==> config.mk <==
export PLATFORM = sky130hd
export DESIGN_NAME = mem_stage
export DESIGN_NICKNAME = d
export VERILOG_FILES = /design/src/rtl/mem_stage_pkg.sv /design/src/rtl/mem_stage_load_store_align.sv /design/src/rtl/mem_stage.sv
export SDC_FILE = /design/constraint.sdc
export NUM_CORES = 1
export LEC_CHECK = 0
export ABC_AREA = 1
export ABC_CLOCK_PERIOD_IN_PS = 1900
export CAP_MARGIN = 10
export CORE_AREA = 2 2 113 115
export DETAILED_ROUTE_END_ITERATION = 7
export DIE_AREA = 0 0 115 117
export DONT_BUFFER_PORTS = 1
export HOLD_SLACK_MARGIN = 0.15
export PLACE_DENSITY_LB_ADDON = 0.12
export SYNTH_ARGS = -nofsm -noshare
export SYNTH_HDL_FRONTEND = slang
export SYNTH_SLANG_ARGS = --single-unit
export TNS_END_PERCENT = 50
==> constraint.sdc <==
create_clock -name clk -period 1.9 [get_ports clk]
set_input_delay 0.095 -clock clk [delete_from_list [all_inputs] [get_ports clk]]
set_output_delay 0.095 -clock clk [all_outputs]
set_load 0.02 [all_outputs]
==> src/rtl/mem_stage_pkg.sv <==
// mem_pkg: shared definitions for the memory-access pipeline stage.
//   - funct3 access-size/sign encodings
//   - access FSM state type
//   - writeback-select helper (fixed priority, see wb_select)
package mem_pkg;

    localparam logic [2:0] F3_B  = 3'b000;
    localparam logic [2:0] F3_H  = 3'b001;
    localparam logic [2:0] F3_W  = 3'b010;
    localparam logic [2:0] F3_BU = 3'b100;
    localparam logic [2:0] F3_HU = 3'b101;

    typedef enum logic {
        ST_IDLE,
        ST_WAIT
    } state_t;

    // Writeback priority, highest first:
    //   jal | jalr  -> pc_plus4
    //   is_lui      -> imm
    //   mem_to_reg  -> load data
    //   otherwise   -> ALU result
    function automatic logic [31:0] wb_select(
        input logic        link,
        input logic        lui,
        input logic        mem_to_reg,
        input logic [31:0] pc_plus4,
        input logic [31:0] imm,
        input logic [31:0] load_data,
        input logic [31:0] alu_result
    );
        if (link)            return pc_plus4;
        else if (lui)        return imm;
        else if (mem_to_reg) return load_data;
        else                 return alu_result;
    endfunction

endpackage

==> src/rtl/mem_stage_load_store_align.sv <==
// load_store_align: combinational byte-lane steering for the data bus.
//   funct3    : access size/sign (F3_* encodings; 011/110/111 act as word)
//   addr_lo   : low two address bits
//   rs2       : store data
//   rdata     : load word from memory
//   wdata     : lane-replicated store data
//   wstrb     : byte strobes for a store of this size at this address
//   load_data : extracted and sign/zero-extended load value
//   aligned   : access size is naturally aligned at addr_lo
module load_store_align
    import mem_pkg::*;
(
    input  logic [2:0]  funct3,
    input  logic [1:0]  addr_lo,
    input  logic [31:0] rs2,
    input  logic [31:0] rdata,
    output logic [31:0] wdata,
    output logic [3:0]  wstrb,
    output logic [31:0] load_data,
    output logic        aligned
);

    logic [7:0]  rd_byte;
    logic [15:0] rd_half;
    logic        is_unsigned;

    assign rd_byte     = rdata[{addr_lo, 3'b000} +: 8];
    assign rd_half     = rdata[{addr_lo[1], 4'b0000} +: 16];
    assign is_unsigned = funct3[2];

    always_comb begin
        wdata     = rs2;
        wstrb     = 4'b1111;
        load_data = rdata;
        aligned   = (addr_lo == 2'b00);
        // Size lives in funct3[1:0]; 2'b10 and 2'b11 both fall through as word.
        case (funct3[1:0])
            F3_B[1:0]: begin
                wdata     = {4{rs2[7:0]}};
                wstrb     = 4'b0001 << addr_lo;
                load_data = is_unsigned ? {24'd0, rd_byte} : {{24{rd_byte[7]}}, rd_byte};
                aligned   = 1'b1;
            end
            F3_H[1:0]: begin
                wdata     = {2{rs2[15:0]}};
                wstrb     = addr_lo[1] ? 4'b1100 : 4'b0011;
                load_data = is_unsigned ? {16'd0, rd_half} : {{16{rd_half[15]}}, rd_half};
                aligned   = ~addr_lo[0];
            end
            default: ;
        endcase
    end

endmodule

==> src/rtl/mem_stage.sv <==
// mem_stage: memory-access stage of the five-stage pipeline.
//   EX/MEM inputs : alu_result_in, rs2_in, rd_in, mem_funct3_in, mem_read_in,
//                   mem_write_in, mem_to_reg_in, reg_write_in, jal_in, jalr_in,
//                   is_lui_in, pc_plus4_in, imm_in
//   data bus      : dmem_req/we/addr/wdata/wstrb out, dmem_ack/rdata in
//   stall_out     : holds upstream pipeline registers while an access waits
//   MEM/WB outputs: wb_data_out, rd_out, reg_write_out,
//                   misaligned_out / mem_err_out (1-cycle pulses)
module mem_stage
    import mem_pkg::*;
#(
    parameter int unsigned TIMEOUT_CYCLES = 16,
    parameter int unsigned XLEN           = 32
) (
    input  logic            clk,
    input  logic            reset,
    input  logic [XLEN-1:0] alu_result_in,
    input  logic [XLEN-1:0] rs2_in,
    input  logic [4:0]      rd_in,
    input  logic [2:0]      mem_funct3_in,
    input  logic            mem_read_in,
    input  logic            mem_write_in,
    input  logic            mem_to_reg_in,
    input  logic            reg_write_in,
    input  logic            jal_in,
    input  logic            jalr_in,
    input  logic            is_lui_in,
    input  logic [XLEN-1:0] pc_plus4_in,
    input  logic [XLEN-1:0] imm_in,
    output logic            dmem_req,
    output logic            dmem_we,
    output logic [XLEN-1:0] dmem_addr,
    output logic [XLEN-1:0] dmem_wdata,
    output logic [3:0]      dmem_wstrb,
    input  logic            dmem_ack,
    input  logic [XLEN-1:0] dmem_rdata,
    output logic            stall_out,
    output logic [XLEN-1:0] wb_data_out,
    output logic [4:0]      rd_out,
    output logic            reg_write_out,
    output logic            misaligned_out,
    output logic            mem_err_out
);

    localparam int unsigned CW = $clog2(TIMEOUT_CYCLES + 1);

    state_t          state_q, state_d;
    logic [CW-1:0]   cnt_q, cnt_d;

    logic            mem_op;
    logic            aligned;
    logic [31:0]     align_wdata;
    logic [3:0]      align_wstrb;
    logic [31:0]     load_data;
    logic [31:0]     wb_value;

    logic            req;
    logic            stall;
    logic            misaligned;
    logic            abort;

    assign mem_op = mem_read_in | mem_write_in;

    load_store_align u_align (
        .funct3    (mem_funct3_in),
        .addr_lo   (alu_result_in[1:0]),
        .rs2       (rs2_in),
        .rdata     (dmem_rdata),
        .wdata     (align_wdata),
        .wstrb     (align_wstrb),
        .load_data (load_data),
        .aligned   (aligned)
    );

    assign wb_value = wb_select(jal_in | jalr_in, is_lui_in, mem_to_reg_in,
                                pc_plus4_in, imm_in, load_data, alu_result_in);

    always_comb begin
        state_d    = state_q;
        cnt_d      = cnt_q;
        req        = 1'b0;
        stall      = 1'b0;
        misaligned = 1'b0;
        abort      = 1'b0;
        case (state_q)
            ST_IDLE: begin
                if (mem_op) begin
                    if (aligned) begin
                        req = 1'b1;
                        if (!dmem_ack) begin
                            stall   = 1'b1;
                            state_d = ST_WAIT;
                            cnt_d   = CW'(1);
                        end
                    end else begin
                        misaligned = 1'b1;
                    end
                end
            end
            ST_WAIT: begin
                req = 1'b1;
                if (dmem_ack) begin
                    state_d = ST_IDLE;
                    cnt_d   = '0;
                end else if (cnt_q == CW'(TIMEOUT_CYCLES)) begin
                    // Abort drops the request in the same cycle so a late ack
                    // can never be matched to this access.
                    req     = 1'b0;
                    abort   = 1'b1;
                    state_d = ST_IDLE;
                    cnt_d   = '0;
                end else begin
                    stall = 1'b1;
                    cnt_d = cnt_q + 1'b1;
                end
            end
            default: begin
                state_d = ST_IDLE;
                cnt_d   = '0;
            end
        endcase
    end

    assign dmem_req   = req & ~reset;
    assign stall_out  = stall & ~reset;
    assign dmem_we    = dmem_req & mem_write_in;
    assign dmem_addr  = {alu_result_in[XLEN-1:2], 2'b00};
    assign dmem_wdata = align_wdata;
    assign dmem_wstrb = dmem_we ? align_wstrb : '0;

    always_ff @(posedge clk) begin
        if (reset) begin
            state_q        <= ST_IDLE;
            cnt_q          <= '0;
            wb_data_out    <= '0;
            rd_out         <= '0;
            reg_write_out  <= 1'b0;
            misaligned_out <= 1'b0;
            mem_err_out    <= 1'b0;
        end else begin
            state_q <= state_d;
            cnt_q   <= cnt_d;
            if (stall) begin
                wb_data_out    <= '0;
                rd_out         <= '0;
                reg_write_out  <= 1'b0;
                misaligned_out <= 1'b0;
                mem_err_out    <= 1'b0;
            end else begin
                wb_data_out    <= wb_value;
                rd_out         <= rd_in;
                reg_write_out  <= reg_write_in & ~misaligned & ~abort;
                misaligned_out <= misaligned;
                mem_err_out    <= abort;
            end
        end
    end

endmodule

==> results of run 1 <==
per-layer routing:
layer / GRT usage (%) / vias up / wire length (um)
li1: - / 2149 / -
met1: 24.9 / 1952 / 6020
met5: 0 / - / 0
met2: 34.8 / 184 / 7170
met3: 7.57 / 28 / 1370
met4: 7.39 / 0 / 395
worst paths after layout:
check	to	cells past startpoint	slack, ns	start
min	wb_data_out[19]	5	0.16	alu_result_in[19]
max reg2reg	state_q	10	0.10	cnt_q[0]
min reg2reg	cnt_q[4]	2	0.57	cnt_q[4]
max	wb_data_out[7]	5	0.03	mem_to_reg_in
state kept, by name (all words and copies together), names as in the netlist:
name	cells
reg_write_out	1
cnt_q	5
misaligned_out	1
mem_err_out	1
state_q	1
wb_data_out	32
rd_out	5
cell usage after synthesis:
master     instances  area [um2]
buf_1              2        7.51
clkbuf_2           1        5.00
buf_2              2        10.0
o211a_1            1        10.0
nor3_2             1        10.0
nand3_2            2        20.0
nor2_4             3        33.8
o21ai_1            3        15.0
buf_4             42         315
clkinv_1           3        11.3
a21oi_1           51         255
nor2_2             1        6.26
clkbuf_1          23        86.3
nand2_1          210         788
o21ai_2            1        8.76
nor3_1             1        5.00
inv_2              3        11.3
o2111ai_1          1        8.76
conb_1             1        3.75
o21ai_4            1        16.3
inv_1             36         135
a21oi_2           21         184
dfxtp_1           46         921
xnor2_1            1        8.76
or2_2             23         144
nor2_1            93         349
nor4_1             1        6.26
inv_4              1        6.26
o21ai_0           31         155
buf_6              8        90.1
nand3_1           43         215
nand4_1            1        6.26
o211ai_1           7        52.6
nand2_2            3        18.8
ha_1               2        25.0
cells in the final DEF, fill, tap and decap left out, types with 2 or more instances in the layout:
cell type / count
nor2_1: 90
inv_1: 35
nand2_1: 207
o211ai_1: 7
o21ai_1: 3
dlygate4sd3_1: 91
clkbuf_16: 5
dfxtp_2: 2
o21ai_0: 31
or2_2: 23
nor2_4: 5
inv_2: 4
nand3_1: 43
a21oi_2: 21
conb_1: 2
buf_4: 11
clkinv_1: 3
nand2_2: 5
nor2_2: 2
dfxtp_1: 44
a21oi_1: 51
layout make-up:
cell class / count / area [um2] / share of cell area, %
clock buffer: 7 / 143 / 2.94
timing repair buffer: 104 / 1020 / 21.1
sequential: 46 / 923 / 19.0
tap: 150 / 188 / 3.87
multi-input combinational: 504 / 2400 / 49.5
inverter: 43 / 164 / 3.38
clock inverter: 1 / 5.00 / 0.103
power breakdown:
part / total, mW / switching [mW] / internal [mW]
Clock: 0.898 / 0.375 / 0.522
Sequential: 1.14 / 0.108 / 1.03
Combinational: 0.791 / 0.459 / 0.332
cell families after synthesis:
| kind of cell | Yosys count | share of synthesized area (%) |
|---|---|---|
| AO/OA/AOI/OAI | 117 | 17.9 |
| buffers and inverters | 121 | 17.2 |
| flip-flops | 46 | 23.3 |
| XOR/XNOR | 1 | 0.222 |
| AND/OR/NAND/NOR | 382 | 40.6 |
| other | 1 | 0.0951 |
| adder cells (fa/ha/maj) | 2 | 0.634 |
stage by stage:
step | setup slack (ns) | setup TNS (ns)
2_1_floorplan | 0.175 | 0
3_3_place_gp | 0.233 | 0
3_5_place_dp | 0.138 | 0
4_1_cts | -0.00292 | -0.00292
5_1_grt | 0.00712 | 0
6_report | 0.0304 | 0
critical path, cell delays in order:
cell and delay [ns]:
dlygate4sd3_1 0.87, o2111ai_1 0.26, a21oi_1 0.19, dlygate4sd3_1 0.58
nor2_1 0.04
repair_timing:
item | CTS | global route
hold buffers | 81 | 11
gates resized for setup | 3 | 14
hold endpoints to repair | 46 | 7
endpoints found under the setup margin | 2 | 11
setup buffers | 0 | 2
pin swaps | 0 | 4
==> impl_metrics.csv, run 1 <==
group,metric,value,unit
power,p_per_area,583,nW/um2
synth,synth.distinct_cells,35,
detailed_routing,detail-route-antenna-nets,0,
floorplan,die_x,115,um
detailed_routing,first_pass_iters,4,
placement,placed_cell_area,3720,um2
placement,portBuffers,0,
cells_and_area,diodes,0,
timing,max_freq,535,MHz
detailed_routing,drt_iter0_markers,204,
timing,tightest_slew,0.714,ns
synth,yosys_warnings,0,
floorplan,num_rows,41,
cells_and_area,fill_cells,1357,
synth,netlist_area,3950,um2
timing,skew,0.00770,ns
timing,layout_min_cycle_time,1.87,ns
worst_setup_path,arrival,2.05,ns
worst_setup_path,end_kind,"flip-flop",
flow_run,cap_viol_max_count,0,
timing,finalCritPeriodShare,98.4,%
grt,grt_max_degree,57,
floorplan,ios,289,
timing,slew_violations,0,
worst_setup_path,worstPathMaxFanout,24,
worst_setup_path,start_kind,"input port",
floorplan,die_area,13500,um2
clock_network,h-tree-depth,2,
detailed_routing,wl,15000,um
placement,gp_routability_congestion,0.870,
synth,syn-instance-count,670,
synth,synth_seq_area_share,23.3,%
detailed_routing,vias,4313,
worst_setup_path,required,2.08,ns
clock_network,clkSinkCount,46,
cells_and_area,post-route-util,39.4,%
power,p_leak,2.19,nW
timing,setup_viol_count_final,0,
timing,fin_hold_ws,0.158,ns
timing,max_slew_margin,51.9,%
synth,ys_seq_elements,46,
grt,grt_overflow_total,0,
clock_network,ctsLongestPathBuffers,2,
grt,grt_usage,20.9,%
grt,antenna_found_initial,0,
cells_and_area,final_net_count,884,
clock_network,clockRootBuffer,"clkbuf_16",
min_path,min_path_type,"input port to flip-flop",
cells_and_area,syn_to_final_growth,22.9,%
placement,dpl.cell_count,754,
power,peakVddDrop,0.000330,V
cells_and_area,drive_above_1_share,12.9,%
detailed_routing,viasPerCell,5.04,
grt,grt_pass1_vias,4016,
status,status,"finished clean",
clock_network,tritoncts,"done",
clock_network,numCtsBuffers,5,
synth,postSynthAreaPerCell,5.89,um2
floorplan,fp.dieH,117,um
placement,hpwl,11000,um
clock_network,clk_latency,0.29,ns
cells_and_area,final_cells,855,
timing,hold_viol,0,
worst_setup_path,crit_type,"input port to flip-flop",
cells_and_area,design_area,4850,um2
power,fin_total_pwr,2.83,mW
detailed_routing,wl_per_cell,17.5,um
timing,rsz0062_at_grt,"false",
floorplan,core_area,12300,um2
detailed_routing,drc,0,
floorplan,start_util,32.0,%
grt,grt_pass1_wl,21400,um
clock_network,clk_pin_slew,0.07,ns
Note: power is estimated with default switching activity, not from simulation.
==> inputs of run 2 (changes only) <==
--- a/config.mk
+++ b/config.mk
@@ -9,6 +9,7 @@
 export ABC_CLOCK_PERIOD_IN_PS = 1900
 export CAP_MARGIN = 10
 export CORE_AREA = 2 2 113 115
+export CTS_BUF_LIST = sky130_fd_sc_hd__clkbuf_4 sky130_fd_sc_hd__clkbuf_8
 export DETAILED_ROUTE_END_ITERATION = 7
 export DIE_AREA = 0 0 115 117
 export DONT_BUFFER_PORTS = 1
==> run 2 against run 1 <==
  * Global-route usage is 0.50 points higher
  * Clock skew is 0.0046 ns higher
  * Register-to-register slack better by 0.02 ns
  * Sequential share of layout area is 0.62 points lower
  * Via count is 3.2% higher
  * Final area is 3.4% higher
  * Largest power group unchanged
==> impl_metrics.csv, run 2 (synthesis gave the netlist of run 1 again) <==
group,metric,value,unit
timing,finalCritPeriodShare,95.4,%
worst_setup_path,required,1.80,ns
clock_network,ctsLongestPathBuffers,2,
min_path,holdPathStages,6,
cells_and_area,multiInputGateArea,2390,um2
placement,dpl.cell_count,754,
cells_and_area,final_common_cell,"nand2_1",
detailed_routing,first_pass_iters,6,
worst_setup_path,crit_type,"flip-flop to output pin",
worst_setup_path,worstPathMaxFanout,5,
timing,tns,0,ns
timing,max_freq,552,MHz
power,p_leak,2.27,nW
floorplan,ios,289,
grt,antenna_found_initial,0,
clock_network,clkSinkCount,46,
flow_run,cap_viol_max_count,0,
grt,grt_max_degree,57,
clock_network,numCtsBuffers,5,
placement,hpwl,11000,um
grt,grt_overflow_total,0,
cells_and_area,diodes,0,
detailed_routing,routed-wl-met3,1340,um
worst_setup_path,regToRegSetupSlack,0.12,ns
worst_setup_path,start_kind,"flip-flop",
clock_network,clk_pin_slew,0.09,ns
cells_and_area,reg.largest.list,"wb_data_out x32, cnt_q x5, rd_out x5",
grt,grt_usage,21.4,%
status,status,"finished clean",
cells_and_area,largest-register,"wb_data_out",
worst_setup_path,cp-startpoint,"cnt_q[0]",
worst_setup_path,crit_end,"dmem_wstrb[3]",
detailed_routing,viasPerCell,5.07,
detailed_routing,drt_iter0_markers,235,
cells_and_area,final_cells,878,
power,peakVddDrop,0.000260,V
worst_setup_path,end_kind,"output pin",
cells_and_area,fill_cells,1360,
cells_and_area,final_net_count,907,
detailed_routing,topRoutingLayerUsed,"met4",
floorplan,core_area,12300,um2
detailed_routing,detail-route-antenna-nets,0,
grt,grt_pass1_wl,22000,um
timing,setup_viol_count_final,0,
timing,slew_violations,0,
clock_network,h-tree-depth,2,
floorplan,fp.dieH,117,um
placement,gp_routability_congestion,0.870,
clock_network,clockRootBuffer,"clkbuf_8",
timing,tightest_slew,0.948,ns
cells_and_area,seqCellArea,923,um2
timing,layout_min_cycle_time,1.81,ns
timing,hold_viol,0,
clock_network,tritoncts,"done",
cells_and_area,syn_to_final_growth,27.1,%
worst_setup_path,worstReg2RegStart,"cnt_q[0]",
floorplan,start_util,32.0,%
cells_and_area,most-common-layout-cells,"nand2_1 (206), dlygate4sd3_1 (114), nor2_1 (89)",
worst_setup_path,reg2regPathDepth,10,
detailed_routing,wl_met2,7180,um
detailed_routing,wl_per_cell,17.2,um
min_path,min_path_type,"input port to flip-flop",
timing,max_slew_margin,36.6,%
cells_and_area,drive_above_1_share,12.6,%
floorplan,die_x,115,um
placement,portBuffers,0,
cells_and_area,largest_reg_flops,32,
detailed_routing,wl,15100,um
detailed_routing,drc,0,
worst_setup_path,r2r-end,"wb_data_out[13]",
floorplan,die_area,13500,um2
cells_and_area,post-route-util,40.7,%
grt,grt_pass1_vias,4162,
timing,skew,0.0123,ns
detailed_routing,m1WireLength,6240,um
worst_setup_path,arrival,1.72,ns
power,p_per_area,527,nW/um2
clock_network,clk_latency,0.31,ns
detailed_routing,vias,4451,
floorplan,num_rows,41,
[run 2: per-stage QoR]
stage / worst slack [ns] / hold slack (ns) / total power [mW] / instance area [um2]
after detailed placement: 0.138 / 0.170 / 1.78 / 3720
after global placement: 0.233 / 0.170 / 1.77 / 3720
final: 0.0872 / 0.177 / 2.64 / 5010
after global routing: -0.0207 / 0.190 / 2.82 / 5010
after floorplan: 0.175 / 0.207 / 1.82 / 3950
after CTS: 0.00606 / 0.152 / 2.67 / 4960
[run 2: how the worst min path moves through the flow]
stage	startpoint	to
finish	dmem_rdata[26]	wb_data_out[10]
CTS	alu_result_in[13]	wb_data_out[13]
global placement	reset	cnt_q[4]
floorplan	rd_in[0]	rd_out[0]
global route	rs2_in[7]	dmem_wdata[7]
detailed placement	reset	cnt_q[4]
[run 2: layout make-up]
class                      instances  share of cell area, %
multi-input combinational        504                   47.7
timing repair buffer             127                   25.0
sequential                        46                   18.4
tap                              150                   3.74
inverter                          43                   3.32
clock buffer                       7                   1.80
clock inverter                     1                 0.0999
[run 2: critical path: stages, from the launching register on]
cell     delay (ns)
dfxtp_2        0.34
inv_1          0.09
ha_2           0.18
nand2_2        0.07
nor3_4         0.20
nand2_2        0.08
nand2_2        0.10
nor2_4         0.04
nand2_4        0.09
nor2_2         0.05
buf_4          0.16
[run 2: power breakdown]
group | internal [mW] | switching, mW | total, mW | leakage [nW]
clock | 0.309 | 0.352 | 0.661 | 0.0517
sequential | 1.03 | 0.108 | 1.14 | 0.381
combinational | 0.364 | 0.475 | 0.839 | 1.84
[run 2: metal layers]
layer	track usage [%]	up-vias
li1	-	2194
met1	25.5	2049
met2	35.3	185
met3	8.19	23
met4	7.55	0
met5	0	-
[run 2: repair_timing]
| item | CTS | global route |
|---|---|---|
| endpoints found under the hold margin | 46 | 0 |
| setup endpoints to repair | 4 | 11 |
| gates resized for setup | 5 | 10 |
| buffers inserted | 0 | 2 |
| hold buffers | 114 | 0 |
| pin swaps | 1 | 2 |
==> inputs of run 3 (changes only) <==
--- a/config.mk
+++ b/config.mk
@@ -14,7 +14,7 @@
 export DIE_AREA = 0 0 115 117
 export DONT_BUFFER_PORTS = 1
 export HOLD_SLACK_MARGIN = 0.15
-export PLACE_DENSITY_LB_ADDON = 0.12
+export PLACE_DENSITY_LB_ADDON = 0.3
 export SYNTH_ARGS = -nofsm -noshare
 export SYNTH_HDL_FRONTEND = slang
 export SYNTH_SLANG_ARGS = --single-unit
==> run 3 against run 2 <==
  * Non-clock buffer count is 15 lower
  * Setup slack better by 0.030 ns
  * Clock power barely moved
  * Via count unchanged
  * Count of clock-buffer cells in the layout down 1
  * Cell count shrank 1.6%
  * Utilization decreased by 1.0 points
  * Register-to-register slack better by 0.05 ns
  * Sequential cell count unchanged
  * Global-route usage increased by 0.34 points
  * Final area decreased by 2.5%
  * First-iteration DRC count grew 20%
  * Critical path type unchanged
==> impl_metrics.csv, run 3 (synthesis gave the netlist of run 1 again) <==
group,metric,value,unit
clock_network,clk_latency,0.30,ns
clock_network,clk_pin_slew,0.10,ns
timing,setup_viol_count_final,0,
detailed_routing,drt_iter0_markers,281,
grt,grt_pass1_vias,4145,
worst_setup_path,crit_top_cell,"nand2_2",
detailed_routing,vias,4451,
power,peakVddDrop,0.000233,V
worst_setup_path,crit_type,"flip-flop to output pin",
clock_network,ctsLongestPathBuffers,2,
cells_and_area,fill_cells,1287,
grt,antenna_found_initial,1,
worst_setup_path,crit_path_cell_trace,"inv_1 -> ha_4 -> nand2_2 -> nor3_4 -> nand2_2 -> nand2_2 -> nor2_2 -> nand2_4 -> nor2_1 -> buf_4",
cells_and_area,most-common-layout-cells,"nand2_1 (206), dlygate4sd3_1 (98), nor2_1 (89)",
worst_setup_path,crit_family,"simple AND/OR/NAND/NOR gates",
timing,slew_violations,0,
worst_setup_path,max_stage_delay,0.35,ns
grt,grt_overflow_total,0,
timing,hold_viol,0,
timing,fin_hold_ws,0.138,ns
timing,tightest_slew,0.689,ns
worst_setup_path,worstPathMaxFanout,5,
detailed_routing,detail-route-antenna-nets,0,
grt,use_met2,37.6,%
cells_and_area,multiInputGateArea,2400,um2
min_path,holdPathStages,4,
worst_setup_path,reg2regPathDepth,10,
floorplan,core_area,12300,um2
cells_and_area,final_common_cell,"nand2_1",
detailed_routing,first_pass_iters,5,
detailed_routing,drc,0,
detailed_routing,wl,15500,um
min_path,min_path_type,"input port to flip-flop",
placement,hpwl,11200,um
cells_and_area,final_cells,864,
worst_setup_path,end_kind,"output pin",
floorplan,ios,289,
grt,grt_usage,21.7,%
timing,layout_min_cycle_time,1.78,ns
power,fin_total_pwr,2.62,mW
cells_and_area,final_net_count,892,
cells_and_area,largest-register,"wb_data_out",
placement,portBuffers,0,
placement,gp_routability_congestion,0.799,
grt,grt_max_degree,57,
timing,max_slew_margin,53.6,%
detailed_routing,wl_per_cell,18.0,um
worst_setup_path,crit_buf_inv,2,
timing,max_freq,561,MHz
flow_run,cap_viol_max_count,0,
floorplan,start_util,32.0,%
grt,grtUsageMet1,26.4,%
timing,finalCritPeriodShare,93.8,%
floorplan,num_rows,41,
timing,skew,0.00769,ns
cells_and_area,drive_above_1_share,13.2,%
cells_and_area,largest_reg_flops,32,
grt,grt.busiest_layer,"met2",
cells_and_area,seqCellArea,923,um2
worst_setup_path,arrival,1.69,ns
power,p_leak,2.19,nW
floorplan,die_area,13500,um2
grt,grt_pass1_wl,22500,um
cells_and_area,syn_to_final_growth,23.9,%
clock_network,h-tree-depth,2,
cells_and_area,reg.largest.list,"wb_data_out x32, cnt_q x5, rd_out x5",
floorplan,die_x,115,um
placement,dpl.cell_count,756,
detailed_routing,viasPerCell,5.15,
clock_network,tritoncts,"done",
clock_network,clkSinkCount,46,
floorplan,fp.dieH,117,um
worst_setup_path,slowest_stage,"dfxtp_2",
power,p_per_area,535,nW/um2
worst_setup_path,cp.depth,10,
grt,grtUsageMet3,6.75,%
worst_setup_path,start_kind,"flip-flop",
worst_setup_path,required,1.80,ns
status,status,"finished clean",
clock_network,clockRootBuffer,"clkbuf_8",
clock_network,numCtsBuffers,5,
## run 3: what timing repair did
action	CTS	global route
pin swaps	0	3
setup endpoints to repair	4	35
setup buffers	0	1
resized for setup	1	16
hold buffers	98	0
hold endpoints to repair	46	0
## run 3: cell type report
class                           count  share of cell area (%)
Multi-Input combinational cell    504                    49.1
Timing Repair Buffer              112                    22.7
Sequential cell                    46                    18.9
Tap cell                          150                    3.84
Inverter                           43                    3.41
Clock buffer                        6                    1.69
Clock inverter                      2                   0.256
Antenna cell                        1                  0.0512
## run 3: path summary, 6_finish.rpt
| check | slack, ns | to | from |
|---|---|---|---|
| worst max-delay path | 0.12 | dmem_wstrb[3] | cnt_q[1] |
| worst min-delay path | 0.14 | wb_data_out[1] | dmem_rdata[1] |
| worst max register to register | 0.17 | wb_data_out[11] | cnt_q[1] |
| worst min register to register | 0.57 | misaligned_out | state_q |
## run 3: through the flow
| step | cell area [um2] | utilization (%) | TNS [ns] | setup slack, ns |
|---|---|---|---|---|
| 4_1_cts | 4820 | 39.2 | 0 | 0.00138 |
| 6_report | 4890 | 39.7 | 0 | 0.117 |
| 5_1_grt | 4890 | 39.7 | -0.0577 | -0.0266 |
| 3_3_place_gp | 3740 | 30.4 | 0 | 0.261 |
| 3_5_place_dp | 3740 | 30.4 | 0 | 0.135 |
| 2_1_floorplan | 3950 | - | 0 | 0.175 |
## run 3: report_power, final
group / switching (mW) / internal (mW)
registers: 0.110 / 1.03
clock network: 0.368 / 0.294
logic: 0.468 / 0.347
## run 3: per-layer routing
| metal | routed length, um | part of all wire, % |
|---|---|---|
| met1 | 6140 | 40 |
| met2 | 7780 | 50 |
| met3 | 1370 | 8.8 |
| met4 | 239 | 1.5 |
| met5 | 0 | 0 |
## run 3: worst reg2reg max path, cell delays in order (launching register included)
cell and delay (ns):
dfxtp_2 0.35, inv_1 0.09, ha_4 0.13, nand2_2 0.06, nor3_4 0.23, inv_1 0.08
nand2_2 0.10, nand2_2 0.09, nor2_4 0.18, inv_6 0.15, a21oi_1 0.20
